[config.mk]
export PLATFORM = sky130hd
export DESIGN_NAME = vc_plru_ctrl
export DESIGN_NICKNAME = d
export VERILOG_FILES = /design/src/rtl/vc_plru_pkg.sv /design/src/rtl/vc_plru_tree.sv /design/src/rtl/vc_plru_ctrl.sv
export SDC_FILE = /design/constraint.sdc
export NUM_CORES = 1
export LEC_CHECK = 0
export ABC_AREA = 1
export BUFFER_PORTS_ARGS = -buffer_cell sky130_fd_sc_hd__buf_4
export CAP_MARGIN = 20
export CORE_AREA = 8 8 45 47
export DETAILED_ROUTE_END_ITERATION = 16
export DIE_AREA = 0 0 53 55
export GPL_TIMING_DRIVEN = 0
export PLACE_DENSITY = 0.49
export SLEW_MARGIN = 20
export SYNTH_ARGS = -nofsm -noshare
export SYNTH_HDL_FRONTEND = slang
export SYNTH_SLANG_ARGS = --single-unit
[constraint.sdc]
create_clock -name clk -period 1.2 [get_ports clk]
set_input_delay 0.18 -clock clk [delete_from_list [all_inputs] [get_ports clk]]
set_output_delay 0.18 -clock clk [all_outputs]
set_load 0.02 [all_outputs]
[src/rtl/vc_plru_pkg.sv]
// Shared types and tree-indexing helpers for the victim-cache PLRU controller.
package vc_plru_pkg;

    typedef enum logic {
        TOUCH  = 1'b0,
        VICTIM = 1'b1
    } plru_op_e;

    typedef enum logic [1:0] {
        IDLE   = 2'd0,
        UPDATE = 2'd1,
        RESP   = 2'd2
    } plru_state_e;

    function automatic int left_child(input int node);
        return 2 * node + 1;
    endfunction

    function automatic int right_child(input int node);
        return 2 * node + 2;
    endfunction

    // Index of the tree node at depth lvl that lies on the path to leaf way.
    function automatic int path_node(input int lvl, input int way, input int levels);
        return ((1 << lvl) - 1) + (way >> (levels - lvl));
    endfunction

endpackage

[src/rtl/vc_plru_tree.sv]
// Combinational tree-PLRU logic: walks the tree to find the LRU way and
// produces the tree bits with the chosen (or touched) way marked MRU.
module vc_plru_tree
    import vc_plru_pkg::*;
#(
    parameter int NUM_WAYS = 4
) (
    input  logic [NUM_WAYS-2:0]         bits_in,
    input  plru_op_e                    op,
    input  logic [$clog2(NUM_WAYS)-1:0] way,
    output logic [$clog2(NUM_WAYS)-1:0] sel_way,
    output logic [NUM_WAYS-2:0]         bits_out
);

    localparam int NUM_BITS = NUM_WAYS - 1;
    localparam int WAY_W    = $clog2(NUM_WAYS);

    int                 sel_node;
    logic               sel_dir;
    int                 upd_node;
    logic               upd_dir;
    logic [WAY_W-1:0]   target;

    // Descend from the root, one level per iteration, following the LRU pointers.
    always_comb begin
        sel_node = 0;
        sel_dir  = 1'b0;
        sel_way  = '0;
        for (int lvl = 0; lvl < WAY_W; lvl++) begin
            sel_dir = 1'b0;
            for (int n = 0; n < NUM_BITS; n++) begin
                if (n == sel_node) sel_dir = bits_in[n];
            end
            sel_way[WAY_W-1-lvl] = sel_dir;
            sel_node = sel_dir ? right_child(sel_node) : left_child(sel_node);
        end
    end

    assign target = (op == VICTIM) ? sel_way : way;

    // Each node on the target's path is flipped to point at the other subtree.
    always_comb begin
        bits_out = bits_in;
        upd_node = 0;
        upd_dir  = 1'b0;
        for (int lvl = 0; lvl < WAY_W; lvl++) begin
            upd_node = path_node(lvl, int'(target), WAY_W);
            upd_dir  = target[WAY_W-1-lvl];
            for (int n = 0; n < NUM_BITS; n++) begin
                if (n == upd_node) bits_out[n] = ~upd_dir;
            end
        end
    end

endmodule

[src/rtl/vc_plru_ctrl.sv]
// Victim-cache PLRU controller: read-modify-write of the PLRU bit array,
// one request every three cycles, result returned on a single-cycle pulse.
module vc_plru_ctrl
    import vc_plru_pkg::*;
#(
    parameter int NUM_WAYS = 4,
    parameter int NUM_BITS = NUM_WAYS - 1,
    parameter int WAY_W    = $clog2(NUM_WAYS)
) (
    input  logic                clk,
    input  logic                rst,
    input  logic                req_valid,
    output logic                req_ready,
    input  logic                req_op,
    input  logic [WAY_W-1:0]    req_way,
    output logic                resp_valid,
    output logic [WAY_W-1:0]    resp_way,
    output logic                arr_read,
    output logic                arr_load,
    output logic [NUM_BITS-1:0] arr_datain,
    input  logic [NUM_BITS-1:0] arr_dataout
);

    plru_state_e        state;
    plru_state_e        state_next;
    plru_op_e           op_q;
    logic [WAY_W-1:0]   way_q;
    logic [WAY_W-1:0]   sel_way;
    logic [WAY_W-1:0]   result_way;
    logic [NUM_BITS-1:0] bits_out;

    vc_plru_tree #(
        .NUM_WAYS (NUM_WAYS)
    ) u_tree (
        .bits_in  (arr_dataout),
        .op       (op_q),
        .way      (way_q),
        .sel_way  (sel_way),
        .bits_out (bits_out)
    );

    assign result_way = (op_q == VICTIM) ? sel_way : way_q;

    always_ff @(posedge clk) begin
        if (rst) begin
            state    <= IDLE;
            resp_way <= '0;
        end else begin
            state <= state_next;
            if (state == UPDATE) resp_way <= result_way;
        end
    end

    // Request fields are only meaningful once accepted, so they carry no reset.
    always_ff @(posedge clk) begin
        if (state == IDLE && req_valid) begin
            op_q  <= plru_op_e'(req_op);
            way_q <= req_way;
        end
    end

    // A reset in any cycle suppresses strobes so an aborted request leaves no trace.
    always_comb begin
        state_next = state;
        req_ready  = 1'b0;
        arr_read   = 1'b0;
        arr_load   = 1'b0;
        arr_datain = '0;
        resp_valid = 1'b0;
        case (state)
            IDLE: begin
                req_ready = 1'b1;
                if (req_valid && !rst) begin
                    arr_read   = 1'b1;
                    state_next = UPDATE;
                end
            end
            UPDATE: begin
                if (!rst) begin
                    arr_load   = 1'b1;
                    arr_datain = bits_out;
                end
                state_next = RESP;
            end
            RESP: begin
                resp_valid = !rst;
                state_next = IDLE;
            end
            default: state_next = IDLE;
        endcase
    end

endmodule
Word level (Yosys, flattened, before mapping)
Cells that the tools add are included.
{"block": "totals", "register_bits": 7, "input_bits": 9, "out_inout_bits": 9, "elab_cells": 38}
{"block": "op_classes", "n_addsub": 1, "eq_ne": 7, "muxes": 18, "bitwise": 2, "n_reduce_logical": 6}
{"cell": "2-bit by 32-bit equality test with 1-bit output, first input constant", "n": 2}
{"cell": "3-bit by 32-bit equality test with 1-bit output, first input constant", "n": 2}
{"cell": "32-bit logical NOT", "n": 2}
{"cell": "1-bit 2-to-1 mux", "n": 12}
{"cell": "2-bit 2-to-1 mux", "n": 3}
{"cell": "3-bit 2-to-1 mux", "n": 2}
{"cell": "2-bit one-hot mux with 2 select lines", "n": 1}
{"cell": "1-bit by 1-bit adder with 2-bit output, first input constant", "n": 1}
{"cell": "2-bit by 1-bit equality test with 1-bit output, second input constant", "n": 1}
{"cell": "2-bit equality test, second input constant", "n": 1}
{"cell": "1-bit logical AND", "n": 2}
{"cell": "2-bit logical NOT", "n": 1}
{"cell": "2-bit by 1-bit inequality test with 1-bit output, second input constant", "n": 1}
{"cell": "1-bit inverter", "n": 2}
{"cell": "1-bit logical NOT", "n": 1}

Depth between registers and ports, before layout
{"block": "depth", "ltp_word": 11, "ltp_mapped": 6, "mapped_depth_nobuf": 6}

Modules after synthesis
A second synthesis with hierarchy kept.
{"block": "unflattened", "hier_cells": 67, "hier_area_um2": 430.4}
{"mod": "vc_plru_ctrl", "instances": 1, "cells_each": 46, "area_each_um2": 327.8, "seq_area_each_um2": 170.2}
{"mod": "vc_plru_tree", "instances": 1, "cells_each": 21, "area_each_um2": 102.6, "seq_area_each_um2": 0.0}

Worst setup path after synthesis
OpenSTA, ideal clock, no wires.
{"block": "synth_timing", "kind": "register to output", "start": "register state[0]", "end": "output arr_read", "arrival_ns": 1.059, "required_ns": 1.020, "slack_ns": -0.039, "path_stages_with_launch": 3, "path_buffers": 0, "cell_sequence": "dfxtp_1 -> or2_4 -> nor3_1"}
{"block": "synth_between", "elab_chain_cells": 2}
{"element": "from (decl)", "line": "vc_plru_ctrl.sv:24", "text": "plru_state_e state;"}
{"element": "from (signal assigned)", "line": "vc_plru_ctrl.sv:49", "text": "state <= state_next;"}
{"element": "2-bit logical NOT", "line": "vc_plru_ctrl.sv:70", "text": "case (state)"}
{"element": "1-bit 2-to-1 mux", "line": "vc_plru_ctrl.sv:70"}
{"element": "to (decl)", "line": "vc_plru_ctrl.sv:18", "text": "output logic arr_read,"}
Every way passes these cells.

Worst setup path after layout
{"block": "layout_timing", "start": "register op_q", "end": "output arr_datain[2]"}
{"block": "layout_between", "elab_chain_cells": 6, "elab_cells_between_ends": 7, "cone_classes": "1 x add/sub; 1 x eq/ne; 4 x mux; 1 x bitwise"}
{"element": "from (decl)", "line": "vc_plru_ctrl.sv:26", "text": "plru_op_e op_q;"}
{"element": "from (signal assigned)", "line": "vc_plru_ctrl.sv:57", "text": "op_q <= plru_op_e'(req_op);"}
{"element": "2-bit 2-to-1 mux *", "line": "vc_plru_tree.sv:39", "text": "assign target = (op == VICTIM) ? sel_way : way;"}
{"element": "1-bit by 1-bit adder with 2-bit output", "line": "vc_plru_pkg.sv:25", "text": "return ((1 << lvl) - 1) + (way >> (levels - lvl));"}
{"element": "3-bit by 32-bit equality test with 1-bit output", "line": "vc_plru_tree.sv:50", "text": "if (n == upd_node) bits_out[n] = ~upd_dir;"}
{"element": "1-bit 2-to-1 mux *", "line": "vc_plru_tree.sv:50"}
{"element": "3-bit 2-to-1 mux *", "line": "vc_plru_ctrl.sv:79", "text": "if (!rst) begin"}
{"element": "3-bit 2-to-1 mux *", "line": "vc_plru_ctrl.sv:70"}
{"element": "to (decl)", "line": "vc_plru_ctrl.sv:20", "text": "output logic [NUM_BITS-1:0] arr_datain,"}
Mark *: on every way between the ends. The rest lies on a longest branch, timed or not.

==> results.cfg <==
[run_status]
outcome = complete, but fails checks
violations = setup timing

[power]
leakage_nw = 0.309
pwr-share-seq_pct = 44.3
p_per_area_nw_per_um2 = 1030
irDropWorstVdd_mv = 0.509
p_int_uw = 457
p_clk_share_pct = 33.4
combPwrFrac_pct = 22.3
switchingPower_uw = 158
power_switching_share_pct = 25.7

[sta]
rsz0062_at_grt = yes
period_needed_ns = 1.45
finalHoldViolCount = 0
slew_headroom_pct = 89.0
fmax_ghz = 0.688
worst_pin_slew_ns = 0.165
setup_violations = 4
slew_viol_final = 0
post-route-period-util_pct = 121
finalWorstSetupSlack_ns = -0.252
skew_ns = 0.00249

[critical_path]
cp_slowest_cell = edfxtp_1
end_kind = output pin
reg2regPathDepth = 5
r2r-start = op_q
path_class = reg2out
rrSetupSlack_ns = 0.01
cp_top_family = simple AND/OR/NAND/NOR gates
arrival_ns = 1.27
r2r_end = resp_way[0]
path_cells = or2_1, nand2_2, nand2_1, nand2_1, buf_6
max_stage_delay_ns = 0.44
path_max_fanout = 5
cp.required_ns = 1.02
cp_num_buf_inv = 1
cp-startpoint = op_q
crit_top_cell = nand2_1
start_kind = register

[yosys]
netlist_area_um2 = 362
yosysUniqueCellTypes = 14
synthFlopType = dfxtp_1
synth_edf_count = 3
synth_top_cell_area_share_pct = 24.9
synth_cells = 47
synth-seq-area-share_pct = 47.1
syn_nets = 56
synth.most_common_cell = nand2_1
avgSynthCellArea_um2 = 7.69
synth.area.top_cells = edfxtp_1 25%, dfxtp_1 22%, nand2_1 18%, inv_1 8.3%, nand3_1 5.5%
ys_warn_count = 0
ys_ff_latch = 7
synth_area_leader_cell = edfxtp_1
synthArstFlopShare_pct = 0
netlist_top_cells_count = 17 x nand2_1, 8 x inv_1, 4 x dfxtp_1, 4 x nand3_1

[layout]
nets = 82
antenna_cells = 0
nFillCells = 142
area_delta_synth_final_pct = 65.1
drive_gt1_share_pct = 50.0
final_area_um2 = 597
postLayoutCoreUtil_pct = 43.1

[cts]
cts_sinks = 7
cts_tree = built
clkTransAtPathRegs_ns = 0.05
numCtsBuffers = 3
clk_latency_ns = 0.24
cts_max_level = 1
ctsLongestPathBuffers = 2
cts_root_buf = clkbuf_4

[die]
ios = 18
die-area_um2 = 2920
core-area_um2 = 1380
chipHeight_um = 55
die_w_um = 53
rows = 14
start_util_pct = 26.1

[drt]
antenna_left = 0
drcViolationCount = 0
via_per_inst = 3.94
first_pass_iters = 1
route.vias.total = 347
drtIter0Drc = 0
routedWlPerCell_um = 9.55
routed_wl_um = 840

[place]
dp_hpwl_um = 688
io_buffers = 17
gp_congestion = 0.731
placed_area_um2 = 514

[global_routing]
grt_pass1_wl_mm = 1.41
grt_max_degree = 6
grt_pass1_vias = 345
gr-total-overflow = 0
grt_usage_pct = 6.81
antenna_found_initial = 0

[worst_hold_path]
hold_path_end = way_q[0]
hp-start = req_way[0]
worst_hold_path_type = in2reg
whs_path_depth = 1

[run]
maxCapViolCount = 0
## registers in the layout, summed over array words and instances, names as in the netlist
| name | count |
|---|---|
| state | 2 |
| way_q | 2 |
| op_q | 1 |
| resp_way | 2 |
## cell type report
| class | count | area, um2 | area share (%) |
|---|---|---|---|
| Multi-Input combinational cell | 31 | 170 | 28.5 |
| Inverter | 9 | 33.8 | 5.66 |
| Clock buffer | 4 | 26.3 | 4.40 |
| Tap cell | 16 | 20.0 | 3.35 |
| Sequential cell | 7 | 174 | 29.1 |
| Timing Repair Buffer | 21 | 173 | 28.9 |
## worst max-delay path by stage
stage	cells after the start	slack, ns	end
floorplan	5	0.06	arr_datain[2]
global placement	5	0.02	arr_datain[1]
detailed placement	5	0.01	arr_datain[1]
CTS	5	-0.26	arr_datain[1]
global route	5	-0.33	arr_datain[2]
finish	5	-0.25	arr_datain[2]
## layout by cell type (no fill, tap or decap), types with 2 or more instances in the layout
cell type   n
edfxtp_1    3
inv_1       6
buf_4      17
nand3_1     4
clkbuf_4    3
inv_2       3
nand2_1    15
nor2_2      2
buf_6       4
dfxtp_1     3
nor3_1      2
nand2_2     2
## kinds of logic (layout without fill, tap and decap cells)
family | after synthesis | in the layout | share of synthesized area [%]
AO/OA/AOI/OAI | 1 | 1 | 1.38
buffers and inverters | 9 | 34 | 9.34
flip-flops | 7 | 7 | 47.1
AND/OR/NAND/NOR | 30 | 30 | 42.2
## power by group through the flow
stage / Sequential (mW) / Clock (mW) / Combinational [mW]
finish: 0.273 / 0.205 / 0.137
global route: 0.275 / 0.239 / 0.150
CTS: 0.273 / 0.218 / 0.132
detailed placement: 0.278 / 0 / 0.120
global placement: 0.278 / 0 / 0.120
floorplan: 0.282 / 0 / 0.0627
## metal layers
layer  global-route usage (%)  up-vias  wire length (um)
met1                     7.08      136               355
met3                     3.74        2               108
met2                     9.57       15               360
met5                        0        -                 0
met4                     6.47        0                15
li1                         -      194                 -
## what timing repair did
action,in CTS,in global routing
buffers inserted,2,2
hold buffers,0,0
endpoints found under the setup margin,6,9
pin swaps,3,3
gates resized for setup,9,2
## metrics by stage
step / setup WS [ns] / power, mW / hold slack (ns) / setup TNS, ns / cells
2_1_floorplan: 0.0583 / 0.344 / 0.258 / 0 / 47
3_3_place_gp: 0.0203 / 0.398 / 0.359 / 0 / 80
3_5_place_dp: 0.0143 / 0.399 / 0.360 / 0 / 80
4_1_cts: -0.256 / 0.624 / 0.104 / -0.832 / 86
5_1_grt: -0.332 / 0.665 / 0.0945 / -1.17 / 88
6_report: -0.252 / 0.616 / 0.113 / -0.774 / 88
Note: power is estimated with default switching activity, not from simulation.
